`config.mk`:
```
export PLATFORM = sky130hd
export DESIGN_NAME = tros_scan_readout
export DESIGN_NICKNAME = d
export VERILOG_FILES = /design/src/rtl/tros_pkg.sv /design/src/rtl/tros_sync2.sv /design/src/rtl/tros_scan_readout.sv
export SDC_FILE = /design/constraint.sdc
export NUM_CORES = 1
export LEC_CHECK = 0
export CORE_MARGIN = 5
export CORE_UTILIZATION = 40
export CTS_CLUSTER_DIAMETER = 40
export DETAILED_ROUTE_END_ITERATION = 8
export REMOVE_ABC_BUFFERS = 1
export SLEW_MARGIN = 15
export SYNTH_ARGS = -nofsm -noshare
export SYNTH_HDL_FRONTEND = slang
export SYNTH_SLANG_ARGS = --single-unit
```
`constraint.sdc`:
```
create_clock -name clk -period 4.07 [get_ports clk]
set_input_delay 0.814 -clock clk [delete_from_list [all_inputs] [get_ports clk]]
set_output_delay 0.814 -clock clk [all_outputs]
set_load 0.1 [all_outputs]
```
`src/rtl/tros_pkg.sv`:
```
// Purpose: shared constants, FSM state type and CRC-8 step for the ring-oscillator readout.
// Latency: n/a (declarations only).
// Backpressure: n/a.
package tros_pkg;

    localparam int                    TROS_HDR_W     = 4;
    localparam logic [TROS_HDR_W-1:0] TROS_HDR       = 4'b1010;
    localparam logic [7:0]            TROS_CRC8_POLY = 8'h07;

    typedef enum logic [2:0] {
        IDLE,
        CAPTURE,
        SHIFT,
        GAP,
        DONE
    } tros_state_t;

    // One serial step of CRC-8, MSB-first, no reflection.
    function automatic logic [7:0] tros_crc8_step(input logic [7:0] crc, input logic din);
        return {crc[6:0], 1'b0} ^ (((crc[7] ^ din) == 1'b1) ? TROS_CRC8_POLY : 8'h00);
    endfunction

endpackage

```
`src/rtl/tros_sync2.sv`:
```
// Purpose: 2-FF synchroniser for asynchronous pin levels (latch and other ui_in pins).
// Latency: 2 enabled clk edges from d to q.
// Backpressure: none; ena low freezes both flops.
// Ports: clk, reset (async active-high), ena (clock enable), d (async input), q (synchronised output).
module tros_sync2 (
    input  logic clk,
    input  logic reset,
    input  logic ena,
    input  logic d,
    output logic q
);

    logic meta;

    always_ff @(posedge clk or posedge reset) begin
        if (reset) begin
            meta <= 1'b0;
            q    <= 1'b0;
        end else if (ena) begin
            meta <= d;
            q    <= meta;
        end
    end

endmodule

```
`src/rtl/tros_scan_readout.sv`:
```
// Purpose: coherent snapshot of NUM_CH oscillator counters, serialised as framed words on one pin.
// Latency: first header bit 4 enabled cycles after latch is first sampled high (sync, edge, CAPTURE).
// Backpressure: none; ena low freezes everything, latch edges while busy or in DONE are dropped.
// Ports: clk, reset (async active-high), ena, latch (async pin), mode (0 single / 1 scan),
//        chan_sel, counts (channel i at [i*COUNTER_LENGTH +: COUNTER_LENGTH]),
//        serial_out (MSB first), frame_start, busy, done.
// Frame: 1010 | channel index (CH_W) | count (COUNTER_LENGTH) [| CRC-8 when TROS_READOUT_CRC8_EN].
module tros_scan_readout
    import tros_pkg::*;
#(
    parameter  int NUM_CH         = 4,
    parameter  int COUNTER_LENGTH = 20,
    parameter  int GAP_CYCLES     = 2,
    localparam int CH_W           = (NUM_CH > 1) ? $clog2(NUM_CH) : 1
) (
    input  logic                             clk,
    input  logic                             reset,
    input  logic                             ena,
    input  logic                             latch,
    input  logic                             mode,
    input  logic [CH_W-1:0]                  chan_sel,
    input  logic [NUM_CH*COUNTER_LENGTH-1:0] counts,
    output logic                             serial_out,
    output logic                             frame_start,
    output logic                             busy,
    output logic                             done
);

    localparam int CL = COUNTER_LENGTH;
    localparam int FB = TROS_HDR_W + CH_W + CL;   // frame bits held in the shift register
`ifdef TROS_READOUT_CRC8_EN
    localparam int CRC_W = 8;
`else
    localparam int CRC_W = 0;
`endif
    localparam int F  = FB + CRC_W;
    localparam int BW = $clog2(F + 1);
    localparam int GW = (GAP_CYCLES > 0) ? $clog2(GAP_CYCLES + 1) : 1;

    tros_state_t              state;
    logic [NUM_CH*CL-1:0]     snap;
    logic [CH_W-1:0]          ptr;
    logic                     mode_r;
    logic [FB-1:0]            sreg;
    logic [BW-1:0]            bit_cnt;
    logic [GW-1:0]            gap_cnt;
    logic                     latch_s;
    logic                     latch_d;
    logic                     latch_rise;

    tros_sync2 u_latch_sync (
        .clk   (clk),
        .reset (reset),
        .ena   (ena),
        .d     (latch),
        .q     (latch_s)
    );

    assign latch_rise = latch_s & ~latch_d;

    // Next frame to load: in CAPTURE straight from the live counts (the snapshot is
    // written on the same edge), afterwards from the snapshot at the next channel.
    logic [CH_W-1:0]      ld_idx;
    logic [NUM_CH*CL-1:0] ld_src;
    logic [CL-1:0]        ld_cnt;
    logic [FB-1:0]        ld_word;

    always_comb begin
        ld_idx = ptr + 1'b1;
        ld_src = snap;
        if (state == CAPTURE) begin
            ld_idx = mode ? '0 : chan_sel;
            ld_src = counts;
        end
        // Indices with no channel behind them carry an all-zero count.
        ld_cnt = '0;
        for (int i = 0; i < NUM_CH; i++) begin
            if (ld_idx == CH_W'(i)) begin
                ld_cnt = ld_src[i*CL +: CL];
            end
        end
        ld_word = {TROS_HDR, ld_idx, ld_cnt};
    end

    logic bit_last;
    logic gap_last;
    logic last_ch;
    logic start_frame;

    assign bit_last = (bit_cnt == BW'(F - 1));
    assign gap_last = (gap_cnt == GW'((GAP_CYCLES > 0) ? GAP_CYCLES - 1 : 0));
    assign last_ch  = !mode_r || (ptr == CH_W'(NUM_CH - 1));

    // With no gap the next frame follows the previous one back to back.
    assign start_frame = (state == CAPTURE)
                      || ((state == GAP) && gap_last)
                      || ((state == SHIFT) && bit_last && !last_ch && (GAP_CYCLES == 0));

`ifdef TROS_READOUT_CRC8_EN
    logic [7:0] crc;
    logic       in_payload;
    logic [7:0] crc_nx;

    // The bit currently on the pin is folded in when it belongs to index or count.
    assign in_payload = (bit_cnt >= BW'(TROS_HDR_W)) && (bit_cnt < BW'(FB));
    assign crc_nx     = in_payload ? tros_crc8_step(crc, serial_out) : crc;
`endif

    always_ff @(posedge clk or posedge reset) begin
        if (reset) begin
            state       <= IDLE;
            snap        <= '0;
            ptr         <= '0;
            mode_r      <= 1'b0;
            sreg        <= '0;
            bit_cnt     <= '0;
            gap_cnt     <= '0;
            latch_d     <= 1'b0;
            serial_out  <= 1'b0;
            frame_start <= 1'b0;
            busy        <= 1'b0;
            done        <= 1'b0;
`ifdef TROS_READOUT_CRC8_EN
            crc         <= '0;
`endif
        end else if (ena) begin
            latch_d     <= latch_s;
            frame_start <= 1'b0;
            done        <= 1'b0;

            case (state)
                IDLE: begin
                    if (latch_rise) begin
                        state <= CAPTURE;
                        busy  <= 1'b1;
                    end
                end
                CAPTURE: begin
                    snap   <= counts;
                    mode_r <= mode;
                end
                SHIFT: begin
                    if (bit_last) begin
                        serial_out <= 1'b0;
                        if (last_ch) begin
                            state <= DONE;
                            busy  <= 1'b0;
                            done  <= 1'b1;
                        end else if (GAP_CYCLES > 0) begin
                            state   <= GAP;
                            gap_cnt <= '0;
                        end
                    end else begin
                        bit_cnt <= bit_cnt + 1'b1;
`ifdef TROS_READOUT_CRC8_EN
                        // Past the count field the CRC register itself is shifted out.
                        if (bit_cnt >= BW'(FB - 1)) begin
                            serial_out <= crc_nx[7];
                            crc        <= {crc_nx[6:0], 1'b0};
                        end else begin
                            serial_out <= sreg[FB-1];
                            sreg       <= sreg << 1;
                            crc        <= crc_nx;
                        end
`else
                        serial_out <= sreg[FB-1];
                        sreg       <= sreg << 1;
`endif
                    end
                end
                GAP: begin
                    gap_cnt <= gap_cnt + 1'b1;
                end
                DONE: begin
                    state <= IDLE;
                end
                default: begin
                    state <= IDLE;
                end
            endcase

            // Frame load overrides the per-state updates above.
            if (start_frame) begin
                state       <= SHIFT;
                ptr         <= ld_idx;
                serial_out  <= ld_word[FB-1];
                sreg        <= ld_word << 1;
                bit_cnt     <= '0;
                frame_start <= 1'b1;
`ifdef TROS_READOUT_CRC8_EN
                crc         <= '0;
`endif
            end
        end
    end

endmodule

```
==> results.toml, run 1 <==
[run_status]
status = "completed"

[grt]
grt_pass1_vias = 4812
grt_pass1_wl_um = 25100
grt_antenna_before_repair = 0
grt_usage_pct = 17.8
grt_remaining_overflow = 0
grt_max_degree = 93

[worst_setup_path]
worst_r2r_endpoint = "sreg[6]"
regToRegStartpoint = "state[0]"
setup.worst_path.start_class = "input pin"
critPathTopFamily = "buffers and inverters"
end_kind = "flip-flop"
required_ns = 4.37
critical-path-slowest-cell = "sky130_fd_sc_hd__clkdlybuf4s50_1"
timing.critical_path.depth = 7
reg2reg_setup_slack_ns = 1.40
worst_setup_path_startpoint = "chan_sel[1]"
crit_chain = "clkdlybuf4s50_1, nor2b_1, mux2i_4, buf_16, mux4_2, a22oi_1, nand3_1"
worst-endpoint-arrival_ns = 3.28
critPathMaxFanout = 17
cp_slowest_stage_delay_ns = 0.67
endpoint = "sreg[6]"
worst-setup-path-type = "input pin to flip-flop"
cp_num_buf_inv = 2
reg2regPathDepth = 6

[timing]
fmax_ghz = 0.336
setup_repair_after_global_routing_missed_its_margin = "false"
timing.final.crit_period_ns = 2.98
worst_clock_skew_ns = 0.00981
fin_crit_sh_pct = 73.2
final-hold-violation-count = 0
setup_viol = 0
final-max-slew-violation-count = 0
timing.max_slew.rel_slack_pct = 35.4
setup_slack_ns = 1.09
whs_ns = 0.477
worst_slew_pin_slew_ns = 0.966

[pwr]
max-vdd-ir-drop_v = 0.000331
power.share.sequential_pct = 37.9
p_leak_uw = 0.00358
power.share.combinational_pct = 22.9
share_clk_of_total_power_pct = 39.3
p_per_area_nw_per_um2 = 500
total_power_uw = 4020
netSwitchingFraction_pct = 28.8
power_report.internal_total_uw = 2860
power.switching_uw = 1160

[die]
start_util_pct = 40.9
std_cell_rows = 45
die_y_um = 135
die-area_sq_um = 18200
fp.dieW_um = 135
core_area_sq_um = 15300
boundaryPins = 91

[cells_and_area]
layout.filler_cells = 1297
area_occupied_by_multi_input_gates_sq_um = 2950
design_area_sq_um = 8050
antenna_cells_inserted = 0
drive_gt1_share_pct = 27.8
num-nets-final = 686
final-instance-count-excl-fill = 819
layout_stage_area_growth_over_the_synthesis_result_pct = 28.9
regArea_sq_um = 3130

[clock_tree]
cts.repair_timing.setup_buffer_count = 0
cts.sink_count = 125
clock_insertion_delay_at_the_later_pin_of_the_skew_report_ns = 0.42
cts.repair.resized = 0
tritoncts = "yes"
tritoncts.num_buffers = 17
cts_max_path_buffers = 2
cts_hold_buf = 0
clk_pin_slew_ns = 0.06
total_number_of_h_tree_levels = 4
clk_root_buffer_cell = "sky130_fd_sc_hd__clkbuf_16"

[drt]
via_count = 4451
antenna_violating_nets_left = 0
detailed_route_iter0_violations = 220
wire_per_inst_um = 18.9
finalWirelength_um = 15500
drc = 0
vias_per_cell = 5.43
drt-pass1-iter-count = 4

[min_path]
timing.hold.worst.class = "flip-flop to flip-flop"

[yosys]
postSynthRegisterBits = 125
synth-warning-count = 0
netlist_area_sq_um = 6240
distinct_cell_type_count_of_the_synthesized_netlist = 47
synth-seq-area-share_pct = 50.1
yosysMostFrequentCell = "sky130_fd_sc_hd__dfrtp_1"
ys_async_sr_fraction_pct = 100
flip_flop_cell_with_the_highest_count_after_synthesis = "sky130_fd_sc_hd__dfrtp_1"
yosysTopAreaCellShare_pct = 50.1
synth_common_cells = "sky130_fd_sc_hd__dfrtp_1 (125), sky130_fd_sc_hd__mux2_2 (88), sky130_fd_sc_hd__nand2_1 (39), sky130_fd_sc_hd__clkbuf_1 (31), sky130_fd_sc_hd__nand3_1 (26)"
postSynthAreaPerCell_sq_um = 12.3
synth-edff-count = 0
ys_top_cells_by_area = "sky130_fd_sc_hd__dfrtp_1 (50%), sky130_fd_sc_hd__mux2_2 (16%), sky130_fd_sc_hd__mux4_2 (9.0%), sky130_fd_sc_hd__mux2i_1 (2.9%), sky130_fd_sc_hd__nand2_1 (2.3%)"
biggest_area_consumer_among_synthesized_cells = "sky130_fd_sc_hd__dfrtp_1"
synth_cells = 507

[placed_design]
dp.final_hpwl_um = 10600
dp_cells = 786
placed_cell_area_sq_um = 7400
post-place-ws_ns = 0.367
gp_congestion = 0.794
port_buffers = 90

[flow_run]
maxCapViolCount = 0
worst reg2reg max path, stage by stage, from the launching register on:
cell                      delay [ns]
sky130_fd_sc_hd__dfrtp_1        0.61
sky130_fd_sc_hd__nor3b_4        0.34
sky130_fd_sc_hd__mux2i_4        0.54
sky130_fd_sc_hd__buf_16         0.23
sky130_fd_sc_hd__mux4_2         0.53
sky130_fd_sc_hd__a22oi_1        0.21
sky130_fd_sc_hd__nand3_1        0.10
state kept, by name (all words and copies together), names as in the netlist, 2 cells and up:
name and count:
sreg 25, state 3, bit_cnt 5, ptr 2, gap_cnt 2, snap 80
routing by layer:
metal	global-route usage, %	vias to the layer above	wire (um)	part of all wire (%)
met5	0	-	0	0
met4	7.41	0	352	2.3
met3	4.10	26	528	3.4
met2	29.9	93	8090	52
met1	22.3	2267	6520	42
li1	-	2065	-	-
power by group through the flow:
stage          logic (uW)  clock network (uW)  registers, uW
6_report              920                1580           1520
5_1_grt              1010                1660           1540
3_3_place_gp          881                   0           1540
3_5_place_dp          903                   0           1540
4_1_cts               905                1610           1520
2_1_floorplan         519                   0           1600
through the flow:
step	setup TNS, ns	util [%]
finish	0	52.7
global route	0	52.7
CTS	0	52.6
detailed placement	0	48.5
global placement	0	48.5
floorplan	-144.78	-
how the worst min path moves through the flow:
stage	startpoint	endpoint	slack, ns	cells after the start
2_1_floorplan	sreg[15]	sreg[15]	0.44	2
3_3_place_gp	sreg[15]	sreg[15]	0.46	2
3_5_place_dp	sreg[15]	sreg[15]	0.47	2
4_1_cts	sreg[19]	sreg[19]	0.48	2
5_1_grt	sreg[7]	sreg[7]	0.50	2
6_report	sreg[15]	sreg[15]	0.48	2
logic make-up (layout without fill, tap and decap cells):
family | Yosys count | after routing | synth area share, %
multiplexers | 132 | 132 | 28.0
flip-flops | 125 | 125 | 50.1
AND/OR/NAND/NOR | 115 | 115 | 9.20
AO/OA/AOI/OAI | 83 | 83 | 8.54
buffers and inverters | 45 | 146 | 2.91
adder cells (fa/ha/maj) | 4 | 4 | 0.802
XOR/XNOR | 3 | 3 | 0.421
placed cells by master (no fill, tap or decap), drive strengths merged, types with 4 or more instances in the layout:
cell,instances
a21oi,17
a22o,6
a22oi,10
buf,16
clkbuf,19
clkdlybuf4s50,90
clkinv,5
clkinvlp,4
dfrtp,125
ha,4
inv,9
mux2,88
mux2i,19
mux4,25
nand2,39
nand2b,4
nand3,26
nor2,18
nor2b,5
nor3,5
nor3b,6
o21ai,25
o22ai,7
layout make-up:
type                    instances  share of cell area (%)
clock buffers                  19                    5.63
repair buffers                106                    13.1
flip-flops and latches        125                    38.9
well taps                     211                    3.28
multi-input cells             337                    36.7
clock inverters                13                    2.05
inverters                       8                   0.404
No activity file was read; power rests on OpenSTA's default activity.
==> run 2: changes to the inputs <==
==> constraint.sdc (replaced) <==
create_clock -name clk -period 2.79 [get_ports clk]
set_input_delay 0.558 -clock clk [delete_from_list [all_inputs] [get_ports clk]]
set_output_delay 0.558 -clock clk [all_outputs]
set_load 0.1 [all_outputs]
==> results.toml, run 2 (synthesized netlist as in run 1, its figures left out) <==
[die]
std_cell_rows = 45
fp.dieW_um = 135
die-area_sq_um = 18200
start_util_pct = 40.9
die_y_um = 135
boundaryPins = 91
core_area_sq_um = 15300

[pwr]
power.share.sequential_pct = 37.0
power.share.combinational_pct = 23.2
netSwitchingFraction_pct = 28.7
share_clk_of_total_power_pct = 39.8
power.switching_uw = 1710
max-vdd-ir-drop_v = 0.000484
power_report.internal_total_uw = 4250
p_per_area_nw_per_um2 = 728
p_leak_uw = 0.00368

[drt]
drt-pass1-iter-count = 4
wire_per_inst_um = 18.9
detailed_route_iter0_violations = 234
vias_per_cell = 5.35
via_count = 4442
finalWirelength_um = 15700
drc = 0
antenna_violating_nets_left = 0

[cells_and_area]
drive_gt1_share_pct = 29.8
layout_top_registers = "snap: 80 flops, sreg: 25 flops, bit_cnt: 5 flops"
reg_with_most_ffs = "snap"
layout_stage_area_growth_over_the_synthesis_result_pct = 31.3
leading_cell_type_in_the_layout_fill_and_taps_excluded = "sky130_fd_sc_hd__dfrtp_1"
mostFrequentLayoutCells = "sky130_fd_sc_hd__dfrtp_1 (125), sky130_fd_sc_hd__mux2_2 (88), sky130_fd_sc_hd__clkdlybuf4s50_1 (86)"
num-nets-final = 698
final_util_pct = 53.7
layout.filler_cells = 1302
final-instance-count-excl-fill = 831
antenna_cells_inserted = 0
regArea_sq_um = 3130
largest_reg_flops = 80
area_occupied_by_multi_input_gates_sq_um = 2950

[grt]
grt_pass1_wl_um = 25900
grt_antenna_before_repair = 0
grt_usage_pct = 18.2
grt_max_degree = 75
grt_pass1_vias = 4866
grt_remaining_overflow = 0

[placed_design]
gp_congestion = 0.796
port_buffers = 90
dp_cells = 798
dp.final_hpwl_um = 11000

[clock_tree]
cts_hold_buf = 0
tritoncts = "yes"
tritoncts.num_buffers = 17
cts_max_path_buffers = 2
cts.repair_timing.setup_buffer_count = 0
total_number_of_h_tree_levels = 4
cts.repair.resized = 0
clock_insertion_delay_at_the_later_pin_of_the_skew_report_ns = 0.42
clk_pin_slew_ns = 0.06
clk_root_buffer_cell = "sky130_fd_sc_hd__clkbuf_16"
cts.sink_count = 125

[worst_setup_path]
worst_setup_path_startpoint = "state[2]"
end_kind = "flip-flop"
regToRegStartpoint = "state[2]"
critPathMaxFanout = 18
worst_r2r_endpoint = "sreg[6]"
crit_chain = "nor3b_4, mux2i_4, buf_16, mux4_2, a22oi_1, nand3_1"
reg2reg_setup_slack_ns = 0.39
worst-endpoint-arrival_ns = 2.69
required_ns = 3.09
critPathTopFamily = "multiplexers"
cp_slowest_stage_delay_ns = 0.52
reg2regPathDepth = 6
critical-path-slowest-cell = "sky130_fd_sc_hd__mux2i_4"
setup.worst_path.start_class = "flip-flop"
cp_num_buf_inv = 1
worst-setup-path-type = "flip-flop to flip-flop"

[timing]
setup_viol = 0
totalNegativeSetupSlack_ns = 0
worst_clock_skew_ns = 0.00889
fmax_ghz = 0.417
fin_crit_sh_pct = 85.9
final-max-slew-violation-count = 0
final-hold-violation-count = 0
worst_slew_pin_slew_ns = 0.692
timing.max_slew.rel_slack_pct = 52.7
setup_repair_after_global_routing_missed_its_margin = "false"
timing.final.crit_period_ns = 2.40

[flow_run]
maxCapViolCount = 0

[min_path]
whs_path_depth = 2
worstHoldEndpoint = "sreg[5]"
min-delay-start = "sreg[5]"
timing.hold.worst.class = "flip-flop to flip-flop"

[run_status]
status = "completed"
[run 2: cell types whose count changed in the layout (fill, tap and decap cells not counted), sizes merged]
cell / delta
clkdlybuf4s50: -4
clkinvlp: -3
bufinv: +1
inv: +3
buf: +16
clkbuf: -2
clkinv: +1
[run 2: area by class of cell]
class | instances | share of cell area, %
inverter | 8 | 0.397
sequential | 125 | 38.2
multi-input combinational | 337 | 36.0
timing repair buffer | 118 | 14.4
clock inverter | 15 | 2.58
tap | 211 | 3.22
clock buffer | 17 | 5.19
[run 2: per-layer routing]
metal	wire, um	track usage (%)	vias up
li1	-	-	2082
met1	6540	22.9	2250
met2	8320	31.0	97
met3	653	4.66	13
met4	185	5.88	0
met5	0	0	-
[run 2: worst max path at each step]
stage                     to  slack [ns]  cells past startpoint
finish               sreg[6]        0.39                      6
global route         sreg[6]        0.22                      6
CTS                  sreg[6]        0.04                      5
detailed placement   sreg[6]       -0.30                      6
global placement     sreg[3]       -0.24                      6
floorplan           sreg[11]       -2.51                      5
[run 2: through the flow]
stage / instance area (sq um) / power (uW) / setup slack [ns] / hold WS [ns]
floorplan: 6090 / 3080 / -2.51 / 0.444
global placement: 7530 / 3550 / -0.240 / 0.459
detailed placement: 7530 / 3600 / -0.295 / 0.465
CTS: 8170 / 5990 / 0.0444 / 0.478
global route: 8200 / 6270 / 0.220 / 0.490
finish: 8200 / 5960 / 0.393 / 0.476
[run 2: power by group through the flow]
stage                     registers [uW]  clock network [uW]  logic, uW
final                               2210                2370       1380
after global routing                2240                2510       1520
after CTS                           2210                2420       1360
after detailed placement            2240                   0       1360
after global placement              2230                   0       1330
after floorplan                     2330                   0        757
[run 2: worst min-delay path: stages (launching register included)]
cell                      delay, ns
sky130_fd_sc_hd__dfrtp_1       0.34
sky130_fd_sc_hd__nand2_1       0.05
sky130_fd_sc_hd__nand3_1       0.05
